--- src/rtl/run_ctrl_pkg.sv ---
// Shared types for the run controller: FSM state encoding and qualifier width.
package run_ctrl_pkg;

    localparam int QW = 3;

    typedef enum logic [2:0] {
        IDLE,
        RST,
        REQ,
        RUN,
        FIN
    } run_state_t;

endpackage

--- src/rtl/run_ctrl_if.sv ---
// Control/status bundle between a run launcher (master) and run_ctrl (slave).
interface run_ctrl_if #(
    parameter int CW = 16
);
    logic          start;
    logic          abort;
    logic          cpu_done;
    logic          cpu_reset;
    logic          cpu_req;
    logic          busy;
    logic          finished;
    logic          timed_out;
    logic [CW-1:0] cycles;

    modport master (
        output start, abort, cpu_done,
        input  cpu_reset, cpu_req, busy, finished, timed_out, cycles
    );

    modport slave (
        input  start, abort, cpu_done,
        output cpu_reset, cpu_req, busy, finished, timed_out, cycles
    );
endinterface

--- src/rtl/run_ctrl_done_filter.sv ---
// Consecutive-high qualifier for cpu_done; 'qualified' is combinational on the
// current done so the FSM can leave RUN on the DONE_QUAL-th high cycle.
module done_filter
    import run_ctrl_pkg::*;
#(
    parameter int DONE_QUAL = 1
) (
    input  logic clk,
    input  logic reset,
    input  logic en,
    input  logic clr,
    input  logic done,
    output logic qualified
);
    localparam logic [QW-1:0] QMAX = '1;
    localparam logic [QW-1:0] QTHR = QW'(DONE_QUAL - 1);

    logic [QW-1:0] run_len;

    assign qualified = en && done && (run_len >= QTHR);

    always_ff @(posedge clk) begin
        if (reset || clr) begin
            run_len <= '0;
        end else if (en) begin
            if (!done)
                run_len <= '0;
            else if (run_len != QMAX)
                run_len <= run_len + 1'b1;
        end
    end
endmodule

--- src/rtl/run_ctrl.sv ---
// Run controller: holds the CPU in reset, pulses req, times the run until a
// qualified done. Watchdog exit is built in when RUN_TIMEOUT_EN is defined.
module run_ctrl
    import run_ctrl_pkg::*;
#(
    parameter int          RST_CYC   = 2,
    parameter int          CW        = 16,
    parameter int          DONE_QUAL = 1,
    parameter int unsigned TIMEOUT   = 16'hFFFF
) (
    input  logic clk,
    input  logic reset,
    run_ctrl_if.slave bus
);
    run_state_t    state;
    logic [3:0]    rst_tmr;
    logic [CW-1:0] cnt;
    logic [CW-1:0] cnt_inc;
    logic          qualified;
    logic          to_hit;

    assign cnt_inc = (&cnt) ? cnt : cnt + 1'b1;

    done_filter #(.DONE_QUAL(DONE_QUAL)) u_filter (
        .clk       (clk),
        .reset     (reset),
        .en        (state == RUN),
        .clr       (state == IDLE),
        .done      (bus.cpu_done),
        .qualified (qualified)
    );

`ifdef RUN_TIMEOUT_EN
    logic timed_out_q;

    assign to_hit = (cnt_inc == CW'(TIMEOUT));

    always_ff @(posedge clk) begin
        if (reset)
            timed_out_q <= 1'b0;
        else if (state == IDLE && bus.start)
            timed_out_q <= 1'b0;
        else if (state == RUN && !bus.abort && !qualified && to_hit)
            timed_out_q <= 1'b1;
    end

    assign bus.timed_out = timed_out_q;
`else
    // Watchdog compiled out; TIMEOUT has no effect in this build.
    assign to_hit        = 1'b0 & (TIMEOUT != 0);
    assign bus.timed_out = 1'b0;
`endif

    always_ff @(posedge clk) begin
        if (reset) begin
            state   <= IDLE;
            rst_tmr <= '0;
            cnt     <= '0;
        end else begin
            case (state)
                IDLE: if (bus.start) begin
                    state   <= RST;
                    rst_tmr <= 4'(RST_CYC);
                    cnt     <= '0;
                end
                RST: begin
                    rst_tmr <= rst_tmr - 1'b1;
                    if (bus.abort)
                        state <= IDLE;
                    else if (rst_tmr <= 4'd1)
                        state <= REQ;
                end
                REQ: state <= bus.abort ? IDLE : RUN;
                RUN: begin
                    // The count includes the cycle that ends the run, abort included.
                    cnt <= cnt_inc;
                    if (bus.abort)
                        state <= IDLE;
                    else if (qualified || to_hit)
                        state <= FIN;
                end
                FIN:     state <= IDLE;
                default: state <= IDLE;
            endcase
        end
    end

    assign bus.cpu_reset = (state == IDLE) || (state == RST);
    assign bus.cpu_req   = (state == REQ);
    assign bus.busy      = (state != IDLE);
    assign bus.finished  = (state == FIN);
    assign bus.cycles    = cnt;
endmodule
--- src/flat_wrapper.sv ---
// flat-port wrapper written by rule: the top's interface ports become plain ports
module run_ctrl_flat import run_ctrl_pkg::*;
#(
    parameter int          RST_CYC   = 2,
    parameter int          CW        = 16,
    parameter int          DONE_QUAL = 1,
    parameter int unsigned TIMEOUT   = 16'hFFFF
)
  (clk, reset, bus_start, bus_abort, bus_cpu_done, bus_cpu_reset, bus_cpu_req, bus_busy, bus_finished, bus_timed_out, bus_cycles);
  run_ctrl_if #(.CW(CW)) bus_i ();
  input  logic clk;
  input  logic reset;
  input wire logic [$bits(bus_i.start)-1:0] bus_start;
  input wire logic [$bits(bus_i.abort)-1:0] bus_abort;
  input wire logic [$bits(bus_i.cpu_done)-1:0] bus_cpu_done;
  output wire logic [$bits(bus_i.cpu_reset)-1:0] bus_cpu_reset;
  output wire logic [$bits(bus_i.cpu_req)-1:0] bus_cpu_req;
  output wire logic [$bits(bus_i.busy)-1:0] bus_busy;
  output wire logic [$bits(bus_i.finished)-1:0] bus_finished;
  output wire logic [$bits(bus_i.timed_out)-1:0] bus_timed_out;
  output wire logic [$bits(bus_i.cycles)-1:0] bus_cycles;
  assign bus_i.start = bus_start;
  assign bus_i.abort = bus_abort;
  assign bus_i.cpu_done = bus_cpu_done;
  assign bus_cpu_reset = bus_i.cpu_reset;
  assign bus_cpu_req = bus_i.cpu_req;
  assign bus_busy = bus_i.busy;
  assign bus_finished = bus_i.finished;
  assign bus_timed_out = bus_i.timed_out;
  assign bus_cycles = bus_i.cycles;
  run_ctrl #(.RST_CYC(RST_CYC), .CW(CW), .DONE_QUAL(DONE_QUAL), .TIMEOUT(TIMEOUT)) u_core (.clk(clk), .reset(reset), .bus(bus_i));
endmodule
--- config.mk ---
export PLATFORM = sky130hd
export DESIGN_NAME = run_ctrl_flat
export DESIGN_NICKNAME = d
export VERILOG_FILES = /design/src/rtl/run_ctrl_pkg.sv /design/src/rtl/run_ctrl_if.sv /design/src/rtl/run_ctrl_done_filter.sv /design/src/rtl/run_ctrl.sv /design/src/flat_wrapper.sv
export SDC_FILE = /design/constraint.sdc
export NUM_CORES = 1
export LEC_CHECK = 0
export ABC_AREA = 0
export CORE_MARGIN = 3
export CORE_UTILIZATION = 46
export DETAILED_ROUTE_END_ITERATION = 10
export PLACE_DENSITY = 0.75
export SYNTH_ARGS = -nofsm -noshare
export SYNTH_HDL_FRONTEND = slang
export SYNTH_SLANG_ARGS = --single-unit
--- constraint.sdc ---
create_clock -name clk -period 1.7 [get_ports clk]
set_clock_uncertainty 0.15 [all_clocks]
set_input_delay 0.425 -clock clk [delete_from_list [all_inputs] [get_ports clk]]
set_output_delay 0.425 -clock clk [all_outputs]
set_load 0.1 [all_outputs]
---- Word-level counts from Yosys, hierarchy flattened ----
Index checks and enable logic that the tools add are counted.
storage, ports and cells
  output and inout bits ................... 21
  register bits ........................... 26
  input port bits ......................... 5
cells by class
  reductions and logical operators ........ 13
  equal/unequal tests ..................... 10
  multiplexer cells ....................... 14
  $lt $le $gt $ge ......................... 2
  add/sub/neg operators ................... 3
operators with widths
  kind                                                                                 number
  16-bit 2-to-1 mux                                                                    2
  16-bit one-hot mux with 2 select lines                                               1
  3-bit 2-to-1 mux                                                                     7
  16-bit by 1-bit adder with 16-bit output, second input constant                      1
  16-bit AND reduction                                                                 1
  3-bit one-hot mux with 4 select lines                                                1
  4-bit one-hot mux with 2 select lines                                                1
  3-bit by 2-bit equality test with 1-bit output, second input constant                2
  3-bit by 2-bit != test with 1-bit output, second input constant                      2
  3-bit AND reduction                                                                  2
  4-bit by 1-bit less-or-equal comparator with 1-bit output, second input constant     1
  4-bit 2-to-1 mux                                                                     1
  2-bit != test, second input constant                                                 2
  2-bit AND reduction                                                                  2
  2-bit nonzero test                                                                   2
  4-bit by 1-bit subtractor with 4-bit output, second input constant                   1
  3-bit by 1-bit adder with 3-bit output, second input constant                        1
  3-bit by 1-bit equality test with 1-bit output, second input constant                1
  3-bit equality test, second input constant                                           1
  3-bit by 1-bit greater-or-equal comparator with 1-bit output, second input constant  1
  3-bit logical NOT                                                                    1
  3-bit != test, second input constant                                                 1
  3-bit nonzero test                                                                   1
  1-bit logical AND                                                                    2
  other kinds (3)                                                                      4

---- Depth between registers and ports, before layout ----
Gate-level depths: netlist (run 1).
  word-level depth ........................ 6
  depth in mapped cells ................... 6

---- Cells and area by module ----
A second synthesis (run 1) with hierarchy kept.
second synthesis, totals
  cells, all modules ...................... 166
  area, all modules ....................... 1357.6 um^2
by module, submodules not included
  module       area each (um^2)  cells each  times used
  run_ctrl     1351.3            165         1
  done_filter  6.3               1           1

---- Worst setup path before layout (run 1) ----
No wires, ideal clock.
  path type ............................... register to output
  start point ............................. reg u_core.state[2]
  end point ............................... out bus_finished
  path buffers ............................ 1
  cell stages (with the launch flop) ...... 3
  setup slack ............................. -1602 ps
  arrival time ............................ 2727 ps
  path through ............................ dfxtp_1 buf_2 nor3b_1
on the way
  cells in the longest elaborated chain, start to end .. 1
RTL lines
  element                 RTL line            RTL
  from (decl)             run_ctrl.sv:15      run_state_t state;
  from (signal assigned)  run_ctrl.sv:73      REQ: state <= bus.abort ? IDLE : RUN;
  3-bit equality test     run_ctrl.sv:91      assign bus.finished = (state == FIN);
  to (decl)               flat_wrapper.sv:19  output wire logic [$bits(bus_i.finished)-1:0] bus_finished;
No other way between the ends.

---- Final worst setup path (run 1) ----
  start point ............................. reg u_core.state[1]
  end point ............................... out bus_busy
on the way
  cells in the longest elaborated chain, start to end .. 1
RTL lines
  element             RTL line            RTL
  3-bit nonzero test  run_ctrl.sv:90      assign bus.busy = (state != IDLE);
  to (decl)           flat_wrapper.sv:18  output wire logic [$bits(bus_i.busy)-1:0] bus_busy;
No other way between the ends.

==> results of run 1 <==
-- repair_timing --
action / CTS / global route
setup buffers: 3 / 6
gates resized for setup: 7 / 11
setup endpoints to repair: 7 / 15
pin swaps: 3 / 7
-- power groups by stage --
stage | clock, uW | combinational (uW) | sequential [uW]
4_1_cts | 263 | 238 | 536
2_1_floorplan | 0 | 149 | 548
3_3_place_gp | 0 | 219 | 548
3_5_place_dp | 0 | 224 | 549
6_report | 254 | 247 | 535
5_1_grt | 284 | 265 | 537
-- cell type report --
class | count | area, sq um
clock buffer | 4 | 26.3
timing repair buffer | 49 | 662
fill | 158 | 430
inverter | 7 | 31.3
multi-input combinational | 119 | 898
tap | 30 | 37.5
sequential | 23 | 527
-- synth_stat cells (all sizes together) (2+ instances only) --
master   n
and3     2
nor4     2
a31oi    3
nor2     8
a211oi   2
o41ai    2
inv      7
buf      6
nor3     8
dfxtp   23
o311ai   2
or4      2
nand3    7
or3     10
nor4b    3
nand2   15
o21ai    5
o31ai    2
or2      2
a21oi   14
and4     2
nor3b    2
clkbuf   3
ha       3
nand4    4
mux2i    8
-- kinds of logic (layout without fill, tap and decap cells) --
family | after synthesis | in the layout
multiplexers | 9 | 9
other | 1 | 1
XOR/XNOR | 1 | 1
adder cells (fa/ha/maj) | 3 | 3
flip-flops | 23 | 23
AND/OR/NAND/NOR | 72 | 72
AO/OA/AOI/OAI | 33 | 33
buffers and inverters | 16 | 60
-- registers in the layout (all words and copies together) (netlist names) --
signal,flops
u_core.bus.cycles,16
u_core.rst_tmr,4
u_core.state,3
-- layout by cell type, fill, tap and decap left out, types with 2 or more instances in the layout --
cell             synthesis  routed
a21oi_1                 14      10
a21oi_2                  0       4
a31oi_1                  3       3
and4_4                   0       2
buf_12                   0      21
buf_4                    1      19
buf_6                    2       5
clkbuf_4                 0       3
clkdlybuf4s50_1          0       3
dfxtp_1                 23       4
dfxtp_2                  0       2
dfxtp_4                  0      17
ha_1                     3       2
inv_1                    7       6
mux2i_1                  8       8
nand2_1                 15      15
nand3_1                  6       5
nand4_1                  4       4
nor2_1                   8       6
nor3_1                   7       6
nor3_4                   0       2
nor3b_4                  0       2
nor4_1                   2       2
nor4b_1                  2       2
o21ai_0                  5       5
o31ai_1                  2       2
o41ai_1                  2       2
or2_2                    2       2
or3_1                   10       9
or4_1                    2       2
-- metrics by stage --
stage,hold WS (ns),setup WS (ns),power [uW],std cells,cell area (sq um)
2_1_floorplan,0.312,-0.173,698,158,1490
3_3_place_gp,0.318,-0.172,767,220,2030
3_5_place_dp,0.329,-0.236,773,220,2030
4_1_cts,0.349,-0.122,1040,227,2100
5_1_grt,0.375,-0.174,1090,232,2180
6_report,0.347,-0.0997,1040,232,2180
-- per-layer routing --
metal,vias up,global-route usage [%]
met5,-,0
met4,0,6.33
met2,34,37.2
li1,676,-
met3,6,5.40
met1,648,26.1
-- how the worst min path moves through the flow --
stage,end,slack [ns],cells past startpoint
4_1_cts,u_core.bus.cycles[14],0.35,1
6_report,u_core.bus.cycles[14],0.35,1
5_1_grt,u_core.bus.cycles[14],0.37,1
3_5_place_dp,u_core.bus.cycles[14],0.33,1
2_1_floorplan,u_core.rst_tmr[3],0.31,1
3_3_place_gp,u_core.bus.cycles[14],0.32,1
==> impl_metrics.csv, run 1 <==
group,metric,value,unit
critical_path,critPathMaxStageDelay,0.39,ns
drt,ant_nets,0,
cts,hold_buffers,0,
cts,htree_levels,1,
critical_path,required,1.12,ns
cts,clk_pin_slew,0.13,ns
critical_path,critPathArrivalTime,1.22,ns
critical_path,cp_cell_sequence,"or3_4, buf_12",
drt,wl_met2,1800,um
power,pwr-share-clk,24.5,%
synth,ys_types,43,
floorplanning,rows,18,
critical_path,rrSetupSlack,0,ns
sta,final.period_utilization,106,%
critical_path,worst_setup_path_end_kind,"output port",
cts,tritoncts,"built",
place,port_buffers,24,
synth,syn_inst,158,
critical_path,cp_num_buf_inv,1,
sta,setup_tns,-0.285,ns
floorplanning,dieArea,0.00360,sq mm
sta,slew_viol_final,0,
synth,synth_area,0.00134,sq mm
floorplanning,die_h,60.0,um
power,combPwrFrac,23.8,%
power,power.internal,727,uW
synth,ys_ff_latch,23,
synth,synth_top_area_cell,"dfxtp_1",
synth,synthTopCellsByArea,"dfxtp_1, mux2i_1, a21oi_1",
min_path,hold_class,"reg2reg",
sta,rsz0062_at_grt,"yes",
drt,wl_met3,151,um
power,powerDensity,474,mW/mm^2
critical_path,worstSetupStartpoint,"u_core.state[1]",
drt,top_layer_used,"met4",
synth,synth-compound-area-share,15.3,%
layout,utilization,83.5,%
floorplanning,die_w,60.0,um
global_route,grt_pass1_vias,1327,
critical_path,criticalPathCategory,"reg2out",
drt,drtPass1Iterations,4,
synth,synth_xor_area_share,0.654,%
synth,synth-simple-area-share,33.6,%
critical_path,worst-path-stages,2,
layout,nNetsFinal,211,
cts,cts_buffers,3,
power,power.switching,308,uW
drt,wl_met1,1620,um
drt,wl,3600,um
critical_path,path_delay_family,"simple AND/OR/NAND/NOR gates",
critical_path,cp_max_fo,3,
critical_path,endpoint,"bus_busy",
global_route,antenna_found_initial,0,
critical_path,r2r-start,"u_core.state[1]",
synth,async_flop_share,0,%
critical_path,critPathSlowestCell,"or3_4",
synth,synth_top_family_by_area,"simple AND/OR/NAND/NOR gates",
min_path,hp-start,"u_core.bus.cycles[14]",
layout,drive_gt1_share,46.0,%
job,maxCapViolations,0,
outcome,violations,"setup timing",
sta,fin_crit,1.80,ns
synth,synth_top_area_share,34.4,%
synth,mappedNetlistNets,166,
synth,synth_sequential_area_ratio,34.4,%
synth,synthMuxAreaShare,6.82,%
outcome,status,"complete, but fails checks",
layout,syn_to_final_growth,62.8,%
cts,clk_latency,0.32,ns
floorplanning,initial_core_util,51.3,%
global_route,grt_max_degree,13,
cts,max-clock-path-buffers,2,
synth,synth-main-ff-cell,"dfxtp_1",
drt,drt_iter0_markers,37,
power,irDropWorstVdd,601,uV
global_route,grt.overflow.total,0,
synth,syn_area_per_cell,8.48,sq um
drt,via_per_inst,5.88,
sta,setup-violations-final,3,
cts,cts.sinks,23,
floorplanning,core_region_area,0.00261,sq mm
drt,routed-via-count,1364,
drt,drcViolationCount,0,
synth,synth_fa_ha_area_share,2.80,%
global_route,track_usage,21.6,%
synth,yosysWarnings,0,
power,netSwitchingFraction,29.8,%
drt,wl_per_cell,15.5,um
power,total_leakage_power,0.000815,uW
sta,setup_slack,-0.0997,ns
layout,antenna_cells,0,
sta,hold_viol_final,0,
place,place.gp.congestion,0.878,
global_route,grt_pass1_wl,6010,um
critical_path,rr_worst_depth,5,
cts,cts_root_buffer,"clkbuf_4",
place,dp_hpwl,2620,um
floorplanning,ios,26,
critical_path,r2r-end,"u_core.bus.cycles[12]",
critical_path,start_kind,"flip-flop",
power,seqPwrFrac,51.7,%
sta,max_freq,556,MHz
synth,synth-edff-count,0,
(Power assumes the default switching activity.)
==> inputs of run 2 (changes only) <==
--- a/config.mk
+++ b/config.mk
@@ -7,9 +7,10 @@
 export LEC_CHECK = 0
 export ABC_AREA = 0
 export CORE_MARGIN = 3
-export CORE_UTILIZATION = 46
+export CORE_UTILIZATION = 55
 export DETAILED_ROUTE_END_ITERATION = 10
-export PLACE_DENSITY = 0.75
+export PLACE_DENSITY = 0.84
+export REMOVE_ABC_BUFFERS = 1
 export SYNTH_ARGS = -nofsm -noshare
 export SYNTH_HDL_FRONTEND = slang
 export SYNTH_SLANG_ARGS = --single-unit
==> constraint.sdc (replaced) <==
create_clock -name clk -period 2.3 [get_ports clk]
set_clock_uncertainty 0.15 [all_clocks]
set_input_delay 0.575 -clock clk [delete_from_list [all_inputs] [get_ports clk]]
set_output_delay 0.575 -clock clk [all_outputs]
set_load 0.1 [all_outputs]
==> run 2 against run 1 <==
Net effect:
- the run ends with DRC left
- via count down 1.5%
- setup slack better by 0.23 ns
- flip-flop and latch count unchanged
- non-clock buffer count down 19
- utilization down 7.2 points
- global-route usage up 1.0 points
- hold slack better by 0.0062 ns
- final area down 21%
- register-to-register slack better by 0.28 ns
- critical path type unchanged
- critical endpoint is now bus_cpu_req
- largest power group unchanged
==> impl_metrics.csv, run 2 (synthesis gave the netlist of run 1 again) <==
group,metric,value,unit
outcome,status,"complete, but fails checks",
outcome,violations,"DRC",
place,port_buffers,24,
drt,ant_nets,0,
sta,slew_viol_final,0,
cts,max-clock-path-buffers,2,
critical_path,endpoint,"bus_cpu_req",
sta,rsz0062_at_grt,"no",
place,dp.cells,207,
critical_path,worst-path-stages,3,
place,place_ws,0.220,ns
layout,drive_gt1_share,21.3,%
critical_path,cp_max_fo,10,
layout,stdcell_count,211,
critical_path,rr_worst_depth,5,
sta,relSlewSlack,62.9,%
critical_path,criticalPathCategory,"reg2out",
global_route,grt_pass1_wl,5840,um
cts,tritoncts,"built",
cts,clk_pin_slew,0.13,ns
job,maxCapViolations,0,
power,irDropWorstVdd,324,uV
cts,cts_buffers,3,
cts,cts_setup_buffers,0,
cts,clk_latency,0.31,ns
drt,drt_iter0_markers,76,
floorplanning,core_region_area,0.00225,sq mm
cts,cts_root_buffer,"clkbuf_4",
drt,wl,3300,um
critical_path,path_delay_family,"flip-flops",
critical_path,start_kind,"flip-flop",
sta,hold_viol_final,0,
critical_path,required,1.57,ns
layout,largest_reg_flops,16,
sta,setup-violations-final,0,
cts,cts.sinks,23,
power,total_leakage_power,0.000645,uW
floorplanning,initial_core_util,59.4,%
layout,layout_common_cells,"dfxtp_1, nand2_1, buf_4",
floorplanning,die_h,55.4,um
drt,routed-via-count,1343,
critical_path,rrSetupSlack,0.28,ns
critical_path,cp_cell_sequence,"inv_1, nor3_1, buf_12",
place,place.gp.congestion,0.815,
layout,final_common_cell,"dfxtp_1",
global_route,track_usage,22.6,%
floorplanning,rows,17,
power,power,759,uW
layout,antenna_cells,0,
critical_path,critPathArrivalTime,1.44,ns
power,powerDensity,441,mW/mm^2
critical_path,r2r-start,"u_core.bus.cycles[0]",
min_path,hold_class,"reg2reg",
floorplanning,ios,26,
cts,htree_levels,1,
sta,max_freq,461,MHz
floorplanning,die_w,55.4,um
critical_path,critPathMaxStageDelay,0.47,ns
critical_path,critPathSlowestCell,"dfxtp_2",
sta,fin_crit,2.17,ns
sta,tightest_slew,0.553,ns
sta,final.period_utilization,94.2,%
global_route,antenna_found_initial,0,
cts,hold_buffers,0,
global_route,grt_max_degree,13,
critical_path,r2r-end,"u_core.bus.cycles[10]",
critical_path,cp_num_buf_inv,2,
critical_path,worstSetupStartpoint,"u_core.state[1]",
critical_path,worst_setup_path_end_kind,"output port",
drt,wl_per_cell,15.6,um
floorplanning,dieArea,0.00306,sq mm
drt,drcViolationCount,2,
global_route,grt_pass1_vias,1263,
sta,setup_slack,0.132,ns
global_route,grt.overflow.total,0,
drt,via_per_inst,6.36,
place,dp_hpwl,2510,um
layout,nNetsFinal,192,
drt,drtPass1Iterations,7,
sta,setup_tns,0,ns
layout,syn_to_final_growth,28.4,%
==> run 2: worst min-delay path: stages, from the launching register on <==
cell     delay, ns
dfxtp_1       0.35
nand2_1       0.06
mux2i_1       0.06
==> run 2: worst min path at each step <==
stage	from	end	slack, ns	cells after the start
global route	u_core.bus.cycles[14]	u_core.bus.cycles[14]	0.40	1
detailed placement	u_core.bus.cycles[7]	u_core.bus.cycles[7]	0.34	2
finish	u_core.bus.cycles[7]	u_core.bus.cycles[7]	0.35	2
CTS	u_core.bus.cycles[15]	u_core.bus.cycles[15]	0.36	2
global placement	u_core.bus.cycles[7]	u_core.bus.cycles[7]	0.33	2
floorplan	u_core.rst_tmr[3]	u_core.rst_tmr[3]	0.31	1
==> run 2: stage by stage <==
step | hold WS, ns | cell area [sq um] | util [%]
floorplan | 0.306 | 1280 | -
global placement | 0.332 | 1690 | 75.0
detailed placement | 0.345 | 1690 | 75.0
CTS | 0.363 | 1720 | 76.2
global route | 0.401 | 1720 | 76.3
finish | 0.354 | 1720 | 76.3
==> run 2: layout make-up <==
type / instances / area (sq um)
Clock buffer: 4 / 26.3
Multi-Input combinational cell: 119 / 797
Timing Repair Buffer: 30 / 373
Sequential cell: 23 / 463
Inverter: 7 / 26.3
Tap cell: 28 / 35.0
Fill cell: 166 / 534
==> run 2: timing repair <==
action                                  4_1_cts  5_1_grt
gates cloned                                  0        0
endpoints found under the setup margin        1        1
gates resized for setup                       1        1
==> run 2: power breakdown <==
group          switching, uW  internal [uW]
combinational           89.7           60.8
sequential              9.76            407
clock                    124           67.7
==> run 2: per-layer routing <==
metal / part of all wire [%] / GRT usage (%) / vias up
met1: 41 / 30.5 / 644
met3: 6.4 / 2.34 / 6
met5: 0 / 0 / -
met4: 1.2 / 6.25 / 0
li1: - / - / 638
met2: 52 / 38.0 / 55
==> inputs of run 3 (changes only) <==
--- a/config.mk
+++ b/config.mk
@@ -9,7 +9,8 @@
 export CORE_MARGIN = 3
 export CORE_UTILIZATION = 55
 export DETAILED_ROUTE_END_ITERATION = 10
-export PLACE_DENSITY = 0.84
+export PLACE_DENSITY = 0.89
+export RECOVER_POWER = 100
 export REMOVE_ABC_BUFFERS = 1
 export SYNTH_ARGS = -nofsm -noshare
 export SYNTH_HDL_FRONTEND = slang
==> run 3 against run 2 <==
Net effect:
- non-clock buffer count stayed put
- clock-buffer cell count is 1 lower
- first-iteration DRC count down 36%
- largest power group unchanged
- final area shrank 11%
- global-route usage about the same
- via count down 1.9%
- combinational power decreased by 7%
- sequential share of layout area grew 3.1 points
- register-to-register slack got worse by 0.06 ns
- the flow now finishes without violations
- wire length rose by 3.5%
- utilization decreased by 8.0 points
==> impl_metrics.csv, run 3 (synthesis gave the netlist of run 1 again) <==
group,metric,value,unit
min_path,hold_class,"reg2reg",
cts,cts.sinks,23,
floorplanning,die_w,55.4,um
global_route,grt_max_degree,14,
cts,hold_buffers,0,
layout,ff_latch_area,462,sq um
sta,final.period_utilization,96.7,%
drt,routed-via-count,1318,
sta,fin_crit,2.22,ns
global_route,antenna_found_initial,0,
layout,fill_cells,198,
cts,cts_root_buffer,"clkbuf_4",
global_route,track_usage,22.5,%
floorplanning,initial_core_util,59.4,%
drt,via_per_inst,6.25,
power,irDropWorstVdd,336,uV
sta,hold_viol_final,0,
layout,antenna_cells,0,
floorplanning,rows,17,
power,powerDensity,488,mW/mm^2
drt,ant_nets,0,
sta,setup_tns,0,ns
place,port_buffers,24,
place,place_ws,0.121,ns
sta,relSlewSlack,61.6,%
cts,htree_levels,1,
sta,max_freq,450,MHz
sta,setup_slack,0.0768,ns
floorplanning,die_h,55.4,um
power,total_leakage_power,0.000574,uW
critical_path,critPathArrivalTime,1.50,ns
floorplanning,core_region_area,0.00225,sq mm
layout,layout_common_cells,"dfxtp_1, clkbuf_2, nand2_1",
sta,rsz0062_at_grt,"yes",
sta,setup-violations-final,0,
critical_path,cp_max_fo,10,
outcome,status,"complete, no violations",
drt,drt_iter0_markers,49,
layout,largest_reg_flops,16,
sta,tightest_slew,0.573,ns
cts,cts_buffers,3,
global_route,grt.overflow.total,0,
critical_path,start_kind,"flip-flop",
place,place.gp.congestion,0.808,
power,power,750,uW
drt,wl,3410,um
cts,cts_setup_buffers,0,
cts,clk_latency,0.32,ns
critical_path,criticalPathCategory,"reg2out",
job,maxCapViolations,0,
layout,syn_to_final_growth,14.8,%
drt,drcViolationCount,0,
sta,slew_viol_final,0,
cts,clk_pin_slew,0.13,ns
layout,drive_gt1_share,19.7,%
place,dp_hpwl,2550,um
drt,drtPass1Iterations,4,
floorplanning,dieArea,0.00306,sq mm
global_route,grt_pass1_vias,1258,
cts,tritoncts,"built",
layout,nNetsFinal,192,
critical_path,worst_setup_path_end_kind,"output port",
critical_path,required,1.57,ns
floorplanning,ios,26,
layout,multi_input_area,774,sq um
drt,wl_per_cell,16.2,um
global_route,grt_pass1_wl,5690,um
cts,max-clock-path-buffers,2,
layout,final_common_cell,"dfxtp_1",
-- run 3: changes by cell type in the layout (fill, tap and decap cells not counted), moves of 2 or more --
cell             previous run  this run
dlygate4sd3_1               0         2
clkdlybuf4s50_1             4         2
buf_12                     11         2
clkbuf_2                    0        17
buf_4                      15         6
-- run 3: layout make-up --
type                    instances  area share [%]
repair buffers                 30            13.9
clock inverters                 1           0.325
well taps                      28            2.28
clock buffers                   3            1.46
flip-flops and latches         23            30.0
inverters                       7            1.71
multi-input cells             119            50.3
-- run 3: routing by layer --
layer / wire length [um] / share of wire [%] / vias up / track usage [%]
met5: 0 / 0 / - / 0
met4: 72 / 2.1 / 0 / 12.2
met3: 175 / 5.1 / 9 / 3.04
met2: 1760 / 52 / 49 / 38.5
met1: 1410 / 41 / 626 / 27.0
li1: - / - / 634 / -
-- run 3: critical path, stage by stage (launching register included) --
cell and delay (ns):
dfxtp_2 0.48, inv_1 0.14, nor3_1 0.32, buf_12 0.23
-- run 3: path summary, 6_finish.rpt --
kind	start	end	slack [ns]	cells after the start
max reg2reg	u_core.state[2]	u_core.bus.cycles[12]	0.22	4
min reg2reg	u_core.bus.cycles[7]	u_core.bus.cycles[7]	0.36	2
min	u_core.bus.cycles[7]	u_core.bus.cycles[7]	0.36	2
max	u_core.state[1]	bus_cpu_req	0.08	3
-- run 3: through the flow --
stage          util, %  cells  hold WS, ns  area (sq um)
2_1_floorplan        -    149        0.306          1280
3_3_place_gp      75.0    207        0.334          1690
3_5_place_dp      75.0    207        0.350          1690
4_1_cts           76.5    211        0.370          1730
5_1_grt           68.3    211        0.380          1540
6_report          68.3    211        0.365          1540
-- run 3: what timing repair did --
item / CTS / global route
gates cloned: 0 / 0
gates resized for setup: 2 / 0
setup endpoints to repair: 2 / 1
-- run 3: where the power goes --
part	switching [uW]	total [uW]	internal, uW
clock network	128	194	65.2
logic	88.7	140	51.3
registers	9.59	417	407
